<file path="config.mk">
export PLATFORM = sky130hd
export DESIGN_NAME = sample_fifo_flat
export DESIGN_NICKNAME = d
export VERILOG_FILES = /design/src/rtl/sample_fifo_if.sv /design/src/rtl/sample_fifo.sv /design/src/flat_wrapper.sv
export SDC_FILE = /design/constraint.sdc
export NUM_CORES = 1
export LEC_CHECK = 0
export BUFFER_PORTS_ARGS = -buffer_cell sky130_fd_sc_hd__buf_2
export CELL_PAD_IN_SITES_DETAIL_PLACEMENT = 2
export CELL_PAD_IN_SITES_GLOBAL_PLACEMENT = 2
export CORE_UTILIZATION = 30
export CTS_CLUSTER_SIZE = 40
export DETAILED_ROUTE_END_ITERATION = 8
export PLACE_DENSITY_LB_ADDON = 0.1
export SETUP_SLACK_MARGIN = 0.4
export SLEW_MARGIN = 10
export SYNTH_ARGS = -nofsm -noshare
export SYNTH_HDL_FRONTEND = slang
export SYNTH_SLANG_ARGS = --single-unit
</file>
<file path="constraint.sdc">
create_clock -name clk -period 5.5 [get_ports clk]
set_input_delay 0.825 -clock clk [delete_from_list [all_inputs] [get_ports clk]]
set_output_delay 0.825 -clock clk [all_outputs]
set_load 0.01 [all_outputs]
</file>
<file path="src/rtl/sample_fifo_if.sv">
`default_nettype none
// +----------------------------------------------------------------------+
// | sample_fifo_if : write/read/status bundle of the sample FIFO          |
// | Rev 1.0                                                              |
// +----------------------------------------------------------------------+
interface sample_fifo_if #(
  parameter int WIDTH = 24,
  parameter int DEPTH = 16
);
  localparam int CNT_W = $clog2(DEPTH) + 1;

  logic             flush_i;
  logic             clear_flags_i;
  logic             wr_en_i;
  logic [WIDTH-1:0] wr_data_i;
  logic             rd_en_i;
  logic [WIDTH-1:0] rd_data_o;
  logic             full_o;
  logic             empty_o;
  logic             almost_full_o;
  logic             almost_empty_o;
  logic [CNT_W-1:0] count_o;
  logic             overflow_o;
  logic             underflow_o;

  modport master (
    output flush_i, clear_flags_i, wr_en_i, wr_data_i, rd_en_i,
    input  rd_data_o, full_o, empty_o, almost_full_o, almost_empty_o,
           count_o, overflow_o, underflow_o
  );

  modport slave (
    input  flush_i, clear_flags_i, wr_en_i, wr_data_i, rd_en_i,
    output rd_data_o, full_o, empty_o, almost_full_o, almost_empty_o,
           count_o, overflow_o, underflow_o
  );
endinterface
`default_nettype wire

</file>
<file path="src/rtl/sample_fifo.sv">
`default_nettype none
// +----------------------------------------------------------------------+
// | sample_fifo : single-clock sample buffer, wrap-bit pointers, FWFT opt |
// | Rev 1.0                                                              |
// +----------------------------------------------------------------------+
module sample_fifo #(
  parameter int WIDTH    = 24,
  parameter int DEPTH    = 16,
  parameter int FWFT     = 0,
  parameter int AF_LEVEL = DEPTH - 2,
  parameter int AE_LEVEL = 1
) (
  input  wire logic     clk,
  input  wire logic     rst_n,
  sample_fifo_if.slave  bus
);
  localparam int PTR_W = $clog2(DEPTH);
  localparam int CNT_W = PTR_W + 1;

  if (DEPTH < 2 || (DEPTH & (DEPTH - 1)) != 0) begin : g_chk_depth
    $error("sample_fifo: DEPTH must be a power of two and at least 2");
  end
  if (AF_LEVEL < 1 || AF_LEVEL > DEPTH) begin : g_chk_af
    $error("sample_fifo: AF_LEVEL out of range 1..DEPTH");
  end
  if (AE_LEVEL < 0 || AE_LEVEL > DEPTH - 1) begin : g_chk_ae
    $error("sample_fifo: AE_LEVEL out of range 0..DEPTH-1");
  end

  logic [WIDTH-1:0] mem_q [DEPTH];
  logic [PTR_W:0]   wr_ptr_q, wr_ptr_d;
  logic [PTR_W:0]   rd_ptr_q, rd_ptr_d;
  logic             ovf_q, ovf_d;
  logic             udf_q, udf_d;
  logic [CNT_W-1:0] count;
  logic [PTR_W-1:0] rd_idx;
  logic             empty, full;
  logic             wr_acc, rd_acc, ovf_evt, udf_evt;

  // Extra MSB on each pointer distinguishes full from empty.
  assign empty  = (wr_ptr_q == rd_ptr_q);
  assign full   = (wr_ptr_q[PTR_W] != rd_ptr_q[PTR_W]) &&
                  (wr_ptr_q[PTR_W-1:0] == rd_ptr_q[PTR_W-1:0]);
  assign count  = wr_ptr_q - rd_ptr_q;
  assign rd_idx = rd_ptr_q[PTR_W-1:0];

  assign wr_acc  = bus.wr_en_i && !full  && !bus.flush_i;
  assign rd_acc  = bus.rd_en_i && !empty && !bus.flush_i;
  assign ovf_evt = bus.wr_en_i &&  full  && !bus.flush_i;
  assign udf_evt = bus.rd_en_i &&  empty && !bus.flush_i;

  always_comb begin
    wr_ptr_d = wr_ptr_q;
    rd_ptr_d = rd_ptr_q;
    ovf_d    = ovf_q;
    udf_d    = udf_q;
    if (bus.flush_i) begin
      wr_ptr_d = '0;
      rd_ptr_d = '0;
    end else begin
      if (wr_acc) wr_ptr_d = wr_ptr_q + 1'b1;
      if (rd_acc) rd_ptr_d = rd_ptr_q + 1'b1;
    end
    // A new error event in the same cycle as a clear keeps the flag set.
    if (ovf_evt)                ovf_d = 1'b1;
    else if (bus.clear_flags_i) ovf_d = 1'b0;
    if (udf_evt)                udf_d = 1'b1;
    else if (bus.clear_flags_i) udf_d = 1'b0;
  end

  always_ff @(posedge clk) begin
    if (!rst_n) begin
      wr_ptr_q <= '0;
      rd_ptr_q <= '0;
      ovf_q    <= 1'b0;
      udf_q    <= 1'b0;
    end else begin
      wr_ptr_q <= wr_ptr_d;
      rd_ptr_q <= rd_ptr_d;
      ovf_q    <= ovf_d;
      udf_q    <= udf_d;
    end
  end

  always_ff @(posedge clk) begin
    if (rst_n && wr_acc) mem_q[wr_ptr_q[PTR_W-1:0]] <= bus.wr_data_i;
  end

  if (FWFT == 0) begin : g_reg_read
    logic [WIDTH-1:0] rd_data_q;
    always_ff @(posedge clk) begin
      if (!rst_n)      rd_data_q <= '0;
      else if (rd_acc) rd_data_q <= mem_q[rd_idx];
    end
    assign bus.rd_data_o = rd_data_q;
  end else begin : g_fwft_read
    assign bus.rd_data_o = empty ? '0 : mem_q[rd_idx];
  end

  assign bus.full_o         = full;
  assign bus.empty_o        = empty;
  assign bus.count_o        = count;
  assign bus.almost_full_o  = (count >= CNT_W'(AF_LEVEL));
  assign bus.almost_empty_o = (count <= CNT_W'(AE_LEVEL));
  assign bus.overflow_o     = ovf_q;
  assign bus.underflow_o    = udf_q;
endmodule
`default_nettype wire

</file>
<file path="src/flat_wrapper.sv">
// flat-port wrapper written by rule: the top's interface ports become plain ports
module sample_fifo_flat 
#(
  parameter int WIDTH    = 24,
  parameter int DEPTH    = 16,
  parameter int FWFT     = 0,
  parameter int AF_LEVEL = DEPTH - 2,
  parameter int AE_LEVEL = 1
)
  (clk, rst_n, bus_flush_i, bus_clear_flags_i, bus_wr_en_i, bus_wr_data_i, bus_rd_en_i, bus_rd_data_o, bus_full_o, bus_empty_o, bus_almost_full_o, bus_almost_empty_o, bus_count_o, bus_overflow_o, bus_underflow_o);
  sample_fifo_if #(.WIDTH(WIDTH), .DEPTH(DEPTH)) bus_i ();
  input  wire logic clk;
  input  wire logic rst_n;
  input wire logic [$bits(bus_i.flush_i)-1:0] bus_flush_i;
  input wire logic [$bits(bus_i.clear_flags_i)-1:0] bus_clear_flags_i;
  input wire logic [$bits(bus_i.wr_en_i)-1:0] bus_wr_en_i;
  input wire logic [$bits(bus_i.wr_data_i)-1:0] bus_wr_data_i;
  input wire logic [$bits(bus_i.rd_en_i)-1:0] bus_rd_en_i;
  output wire logic [$bits(bus_i.rd_data_o)-1:0] bus_rd_data_o;
  output wire logic [$bits(bus_i.full_o)-1:0] bus_full_o;
  output wire logic [$bits(bus_i.empty_o)-1:0] bus_empty_o;
  output wire logic [$bits(bus_i.almost_full_o)-1:0] bus_almost_full_o;
  output wire logic [$bits(bus_i.almost_empty_o)-1:0] bus_almost_empty_o;
  output wire logic [$bits(bus_i.count_o)-1:0] bus_count_o;
  output wire logic [$bits(bus_i.overflow_o)-1:0] bus_overflow_o;
  output wire logic [$bits(bus_i.underflow_o)-1:0] bus_underflow_o;
  assign bus_i.flush_i = bus_flush_i;
  assign bus_i.clear_flags_i = bus_clear_flags_i;
  assign bus_i.wr_en_i = bus_wr_en_i;
  assign bus_i.wr_data_i = bus_wr_data_i;
  assign bus_i.rd_en_i = bus_rd_en_i;
  assign bus_rd_data_o = bus_i.rd_data_o;
  assign bus_full_o = bus_i.full_o;
  assign bus_empty_o = bus_i.empty_o;
  assign bus_almost_full_o = bus_i.almost_full_o;
  assign bus_almost_empty_o = bus_i.almost_empty_o;
  assign bus_count_o = bus_i.count_o;
  assign bus_overflow_o = bus_i.overflow_o;
  assign bus_underflow_o = bus_i.underflow_o;
  sample_fifo #(.WIDTH(WIDTH), .DEPTH(DEPTH), .FWFT(FWFT), .AF_LEVEL(AF_LEVEL), .AE_LEVEL(AE_LEVEL)) u_core (.clk(clk), .rst_n(rst_n), .bus(bus_i));
endmodule
</file>
Word-level counts from Yosys, hierarchy flattened
Memory sizes are Yosys's and may differ from the RTL's. A register that Yosys moved wholly into a read port is not among the register bits.
Cells that the tools add are included.
{"block": "totals", "regBits": 12, "ramBits": 384, "in_bits": 30, "output_inout_bits": 35, "n_memories": 1}
{"name": "u_core.mem_q", "depth": 16, "word_bits": 24, "read_ports": 1, "rd_clocked_by_memory_dff": 1, "write_ports": 1, "line": "sample_fifo.sv:30", "rtl": "logic [WIDTH-1:0] mem_q [DEPTH];"}
{"block": "classes", "addsub": 3, "magnitude_cmp": 2, "eq_ne": 3, "muxes": 5, "bitwise_logic": 1, "n_reduce_logical": 17}
{"operator": "5-bit by 1-bit adder with 5-bit output (second input constant)", "count": 2}
{"operator": "1-bit logical AND", "count": 10}
{"operator": "5-bit == test", "count": 1}
{"operator": "5-bit by 4-bit greater-or-equal comparator with 1-bit output (second input constant)", "count": 1}
{"operator": "5-bit by 1-bit less-or-equal comparator with 1-bit output (second input constant)", "count": 1}
{"operator": "1-bit 2-to-1 mux", "count": 5}
{"operator": "5-bit subtractor", "count": 1}
{"operator": "4-bit == test", "count": 1}
{"operator": "1-bit logical NOT", "count": 4}
{"operator": "2-bit nonzero test", "count": 2}
{"operator": "2-bit OR reduction", "count": 1}
{"operator": "1-bit inequality test", "count": 1}
{"operator": "1-bit inverter", "count": 1}

Depth between registers and ports, before layout
Gate-level depths: netlist (run 1).
{"block": "depth", "ltp_word": 8, "ltp_mapped": 9, "mapped_depth_nobuf": 7}

Worst setup path after synthesis (run 1)
Ideal clock, no wire load.
{"block": "synth_path", "path_kind": "register to register", "from": "register u_core.rd_ptr_q[2]", "to": "memory u_core.mem_q[2][0], enable pin", "setup_time_ns": 0.435, "arrival_ns": 3.325, "required_ns": 5.065, "setup_slack_ns": 1.740, "stages_incl_launch_ff": 9, "cell_sequence": "dfxtp_1 buf_2 buf_2 inv_2 ha_1 and4_1 nand2_1 nand4_1 nor3_1"}
{"block": "synth_via", "elab_chain_len": 8}
{"item": "from (decl)", "line": "sample_fifo.sv:32", "rtl": "logic [PTR_W:0] rd_ptr_q, rd_ptr_d;"}
{"item": "from (signal assigned)", "line": "sample_fifo.sv:79", "rtl": "rd_ptr_q <= rd_ptr_d;"}
{"item": "4-bit == test", "line": "sample_fifo.sv:43", "rtl": "(wr_ptr_q[PTR_W-1:0] == rd_ptr_q[PTR_W-1:0]);"}
{"item": "1-bit logical AND", "line": "sample_fifo.sv:42", "rtl": "assign full = (wr_ptr_q[PTR_W] != rd_ptr_q[PTR_W]) &&"}
{"item": "1-bit logical NOT", "line": "sample_fifo.sv:47", "rtl": "assign wr_acc = bus.wr_en_i && !full && !bus.flush_i;"}
{"item": "1-bit logical AND (2 in a row)", "line": "sample_fifo.sv:47"}
{"item": "1-bit logical AND", "line": "sample_fifo.sv:86", "rtl": "if (rst_n && wr_acc) mem_q[wr_ptr_q[PTR_W-1:0]] <= bus.wr_data_i;"}
{"item": "1-bit 2-to-1 mux", "line": "sample_fifo.sv:86"}
{"item": "1-bit 2-to-1 mux (implied by the code)", "line": "sample_fifo.sv:86"}
{"item": "to (decl)", "line": "sample_fifo.sv:30"}
Every way passes these cells.

Final worst setup path (run 1)
{"block": "layout_path", "from": "register u_core.rd_ptr_q[0]", "to": "output port bus_almost_empty_o"}
{"block": "layout_via", "elab_chain_len": 2}
{"item": "5-bit subtractor", "line": "sample_fifo.sv:44", "rtl": "assign count = wr_ptr_q - rd_ptr_q;"}
{"item": "5-bit by 1-bit less-or-equal comparator with 1-bit output", "line": "sample_fifo.sv:104", "rtl": "assign bus.almost_empty_o = (count <= CNT_W'(AE_LEVEL));"}
{"item": "to (decl)", "line": "flat_wrapper.sv:23", "rtl": "output wire logic [$bits(bus_i.almost_empty_o)-1:0] bus_almost_empty_o;"}
Every way passes these cells.

==> results.cfg, run 1 <==
[sta]
rsz0062_at_grt = false
period_share_pct = 66.4
tightest_slew_ns = 1.01
finalClockSkew_ns = 0.0211
drv_slew = 0
max_clock_freq_mhz = 274
slew_headroom_pct = 32.6
tns_ns = 0
hold_viol_final = 0
setup_viol = 0
layout_min_cycle_time_ns = 3.65

[yosys]
ys_ff_latch = 420
synth_cell_type_count = 42
synth_area_leaders = edfxtp_1 (72%), mux4_2 (10%), dfxtp_1 (4.5%)
seq_area_frac_synth_pct = 76.3
synthCells = 818
async_reset_ff_share_pct = 0
syn_area_per_cell_um2 = 19.6
syn_area_mm2 = 0.0161
yosysTopAreaCell = edfxtp_1
synth-edff-count = 384
synth.top_cell.area_share_pct = 71.8
syn-num-nets = 858
yosysWarnings = 0
ys.flop_type = edfxtp_1

[placed_design]
postPlaceCellArea_mm2 = 0.0172
hpwl_mm = 26.3
routabilityCongestion = 0.756
io_buffer_count = 64

[critical_path]
path_buf_inv = 1
cp_top_family = flip-flops
endpoint_kind = output port
path_max_fanout = 30
cpMaxStageDelayCell = dfxtp_4
path_cells = ha_1, fa_1, nor2b_1, o21ai_0, nand3_1, a221oi_1, buf_2
critPathMaxStageDelay_ns = 0.70
worst_ep_arrival_time_ns = 2.83
crit_path_start_kind = flop
critPathRequiredTime_ns = 4.68
path_class = flop to output port

[die]
start_util_pct = 30.4
die_w_um = 233
std_cell_rows = 84
die_area_mm2 = 0.0545
io_pins = 65
core_mm2 = 0.0528
fp.dieH_um = 233

[power_and_ir_drop]
p_clk_share_pct = 48.9
p_leak_nw = 5.90
p_per_area_mw_per_mm2 = 374
power.switching_mw = 1.39
p_comb_share_pct = 1.8
seqPwrFrac_pct = 49.3
p_int_mw = 5.70
ir_drop_v = 0.000240
swShare_pct = 19.7

[cells_and_area]
seqCellArea_mm2 = 0.0123
nFillCells = 5132
fin_area_mm2 = 0.0190
fin_nets = 943
drive_above_1_share_pct = 27.4
final_cell_mix = edfxtp_1 (384), mux4_2 (73), buf_2 (64)
layout_commonest_cell = edfxtp_1
area_growth_pct = 18.0
multiInputGateArea_mm2 = 0.00362

[drt]
dr.first_iter.drc_count = 431
drc = 20
num_vias = 8155
antenna_left = 0
drtPass1Iterations = 7
routedWlPerCell_um = 26.8
wl_mm = 43.7
vias_per_cell = 5.00

[global_routing]
grt_max_degree = 55
grt_overflow = 0
grt_pass1_wl_mm = 63.6
grt_usage_pct = 16.5
grt_pass1_vias = 9006
grt_antenna_before_repair = 1

[clock_network]
cts_tree = built
path_clk_slew_ns = 0.06
clock-sinks = 420
htreeDepth = 2
ctsHoldBuffers = 0
clk_latency_ns = 0.58
post_cts_resized = 0
post_cts_buffers = 0
numCtsBuffers = 48
clockRootBuffer = clkbuf_16
cts_buffer_depth = 3

[status]
status = complete, but fails checks
violations = design-rule violations

[run]
maxCapViolCount = 0

[hold_path]
min_path_type = flop to flop
Yosys cell counts (20+ instances only):
cell type / number
edfxtp_1: 384
mux4_2: 73
mux2i_1: 47
dfxtp_1: 36
a21oi_1: 30
o21ai_0: 26
a31oi_1: 24
o22ai_1: 24
a22oi_1: 23
clkbuf_1: 21
nor2_1: 20
power by group through the flow:
| stage | Sequential, mW | Combinational, mW | Clock, mW |
|---|---|---|---|
| 5_1_grt | 3.50 | 0.137 | 3.67 |
| 3_5_place_dp | 3.56 | 0.129 | 0 |
| 3_3_place_gp | 3.56 | 0.122 | 0 |
| 4_1_cts | 3.50 | 0.130 | 3.57 |
| 2_1_floorplan | 3.57 | 0.0386 | 0 |
| 6_report | 3.50 | 0.126 | 3.47 |
tightest hold or removal path, stage by stage (launching register included):
cell and delay, ns:
dfxtp_2 0.34, inv_2 0.05, nand3_1 0.06, a21oi_1 0.06
stage by stage:
step / hold slack, ns / instances / setup slack (ns) / power, mW / utilization, %
after floorplan: 0.479 / 818 / 1.74 / 3.60 / -
after global placement: 0.506 / 1541 / 2.17 / 3.69 / 32.6
after CTS: 0.536 / 1631 / 1.78 / 7.19 / 35.9
final: 0.543 / 1632 / 1.85 / 7.09 / 35.9
after global routing: 0.573 / 1631 / 1.65 / 7.30 / 35.9
after detailed placement: 0.526 / 1541 / 2.05 / 3.69 / 32.6
routing by layer:
layer  GRT usage, %  routed length, µm
met5              0                  0
met4           3.98                794
met3           3.04               1680
met2           25.7              20100
met1           23.9              21100
final timing paths:
path                       from                  end  slack (ns)  cells past startpoint
max reg2reg  u_core.wr_ptr_q[2]  u_core.mem_q[10][7]        2.08                      5
min          u_core.rd_ptr_q[2]   u_core.rd_ptr_q[2]        0.54                      3
min reg2reg  u_core.rd_ptr_q[2]   u_core.rd_ptr_q[2]        0.54                      3
max          u_core.rd_ptr_q[0]   bus_almost_empty_o        1.85                      7
cell type report:
class	count	share of cell area [%]
clock inverter	24	1.86
timing repair buffer	79	2.28
inverter	13	0.257
tap	688	4.54
multi-input combinational	341	19.1
clock buffer	66	7.28
antenna	1	0.0132
sequential	420	64.7
registers in the layout, indices dropped and copies added, names as in the netlist:
name	count
u_core.bus.rd_data_o	24
u_core.bus.overflow_o	1
u_core.mem_q	384
u_core.wr_ptr_q	5
u_core.rd_ptr_q	5
u_core.bus.underflow_o	1
cell families after synthesis:
group	share of synthesized area (%)
flops	76.3
compound gates	5.31
buf+inv	1.99
mux	13.2
simple gates	2.03
fa+ha+maj	0.826
xor+xnor	0.382
No activity file was read; power rests on OpenSTA's default activity.
==> inputs of run 2 (changes only) <==
clock period = 3.4 ns   (was 5.5 ns; I/O delays follow)
==> run 2 against run 1 <==
  * Largest power group unchanged
  * Die area unchanged
  * The run still ends with design-rule violations left
  * Core utilization up 0.083 points
  * Final cell count is 1.2% higher
  * Sequential power is 61% higher
  * Non-clock buffer count grew 23
  * Clock-buffer cell count grew 1
  * First-iteration DRC count is 42% higher
  * Global-route usage shrank 0.10 points
  * Critical endpoint unchanged
==> results.cfg, run 2 (synthesized netlist as in run 1, its figures left out) <==
[power_and_ir_drop]
p_leak_nw = 5.90
p_clk_share_pct = 45.8
ir_drop_v = 0.000370
power.switching_mw = 2.17
swShare_pct = 20.1
p_per_area_mw_per_mm2 = 569
seqPwrFrac_pct = 52.3
p_int_mw = 8.65
p_comb_share_pct = 1.9

[global_routing]
grt_pass1_vias = 9164
grt_overflow = 0
grt_antenna_before_repair = 2
grt_usage_pct = 16.4
grt_max_degree = 75
grt_pass1_wl_mm = 63.4

[critical_path]
endpoint_kind = output port
critPathMaxStageDelay_ns = 0.37
cpMaxStageDelayCell = dfxtp_2
cp_top_family = adder cells
worst_ep_arrival_time_ns = 2.39
path_buf_inv = 2
path_max_fanout = 4
crit_path_start_kind = flop
path_cells = inv_2, ha_2, fa_2, nor2b_1, o21ai_1, a21o_1, a221oi_2, buf_2
path_class = flop to output port
critPathRequiredTime_ns = 2.89

[sta]
drv_slew = 0
tightest_slew_ns = 1.00
period_share_pct = 85.4
slew_headroom_pct = 33.3
worst_slack_ns = 0.495
rsz0062_at_grt = true
tns_ns = 0
setup_viol = 0
max_clock_freq_mhz = 344
layout_min_cycle_time_ns = 2.90
finalClockSkew_ns = 0.0131
hold_viol_final = 0

[die]
die_w_um = 233
std_cell_rows = 84
core_mm2 = 0.0528
die_area_mm2 = 0.0545
io_pins = 65
start_util_pct = 30.4
fp.dieH_um = 233

[drt]
vias_per_cell = 4.98
routedWlPerCell_um = 26.4
wl_mm = 43.7
antenna_left = 0
dr.first_iter.drc_count = 610
num_vias = 8231
drtPass1Iterations = 7
drc = 24

[clock_network]
ctsHoldBuffers = 0
path_clk_slew_ns = 0.06
cts_buffer_depth = 3
clock-sinks = 420
clockRootBuffer = clkbuf_16
htreeDepth = 2
cts_tree = built
clk_latency_ns = 0.57
numCtsBuffers = 48

[cells_and_area]
fin_nets = 966
largest_reg_flops = 384
fin_area_mm2 = 0.0190
drive_above_1_share_pct = 28.2
final_cell_mix = edfxtp_1 (384), mux4_2 (73), buf_2 (64)
layout_commonest_cell = edfxtp_1
stdcell_count = 1652
post-route-util_pct = 36.0
nFillCells = 5157
area_growth_pct = 18.3

[run]
maxCapViolCount = 0

[placed_design]
hpwl_mm = 26.8
routabilityCongestion = 0.741
io_buffer_count = 64
place_inst = 1563
place_ws_ns = 0.562
postPlaceCellArea_mm2 = 0.0175

[hold_path]
min_path_type = primary input to flop

[status]
violations = design-rule violations
status = complete, but fails checks
==> run 2: cell type report <==
type,count,area [µm²],share of cell area (%)
clock inverter,20,163,0.856
tap,688,861,4.53
antenna,1,2.50,0.0132
timing repair buffer,102,668,3.52
multi-input combinational,341,3660,19.2
inverter,13,48.8,0.257
clock buffer,67,1330,7.02
sequential,420,12300,64.6
==> run 2: layer usage <==
layer  share of wire (%)  vias up  global-route usage, %
met4                 1.9        0                   4.15
met1                  47     4420                   23.3
met5                   0        -                      0
met3                 4.0       58                   2.78
met2                  47      161                   26.1
li1                    -     3592                      -
==> run 2: power by group through the flow <==
stage	clock, mW	sequential, mW	combinational (mW)
3_3_place_gp	0	5.76	0.207
6_report	4.95	5.65	0.211
2_1_floorplan	0	5.77	0.0627
3_5_place_dp	0	5.76	0.217
4_1_cts	5.11	5.65	0.218
5_1_grt	5.29	5.65	0.230
==> run 2: path summary, 6_finish.rpt <==
path / depth (start not counted) / endpoint / startpoint / slack, ns
setup reg to reg: 8 / u_core.mem_q[4][0] / u_core.rd_ptr_q[3] / 0.77
hold / removal: 3 / u_core.bus.underflow_o / bus_clear_flags_i / 0.29
setup / recovery: 8 / bus_almost_empty_o / u_core.wr_ptr_q[0] / 0.50
hold reg to reg: 2 / u_core.rd_ptr_q[4] / u_core.rd_ptr_q[4] / 0.53
==> run 2: tightest hold or removal path: cells and delay by family <==
kind                   cells  cell delay, ns
AO/OA/AOI/OAI              1            0.07
AND/OR/NAND/NOR            1            0.15
buffers and inverters      1            0.09
==> run 2: through the flow <==
| step | power [mW] | hold WS (ns) |
|---|---|---|
| after CTS | 11.0 | 0.254 |
| after global routing | 11.2 | 0.286 |
| final | 10.8 | 0.294 |
| after detailed placement | 5.98 | 0.529 |
| after floorplan | 5.83 | 0.479 |
| after global placement | 5.97 | 0.506 |
==> run 2: what timing repair did <==
action / CTS / global route
resized for setup: 6 / 4
hold endpoints to repair: 0 / 0
setup endpoints to repair: 5 / 3
buffers inserted: 1 / 0
pin swaps: 0 / 1
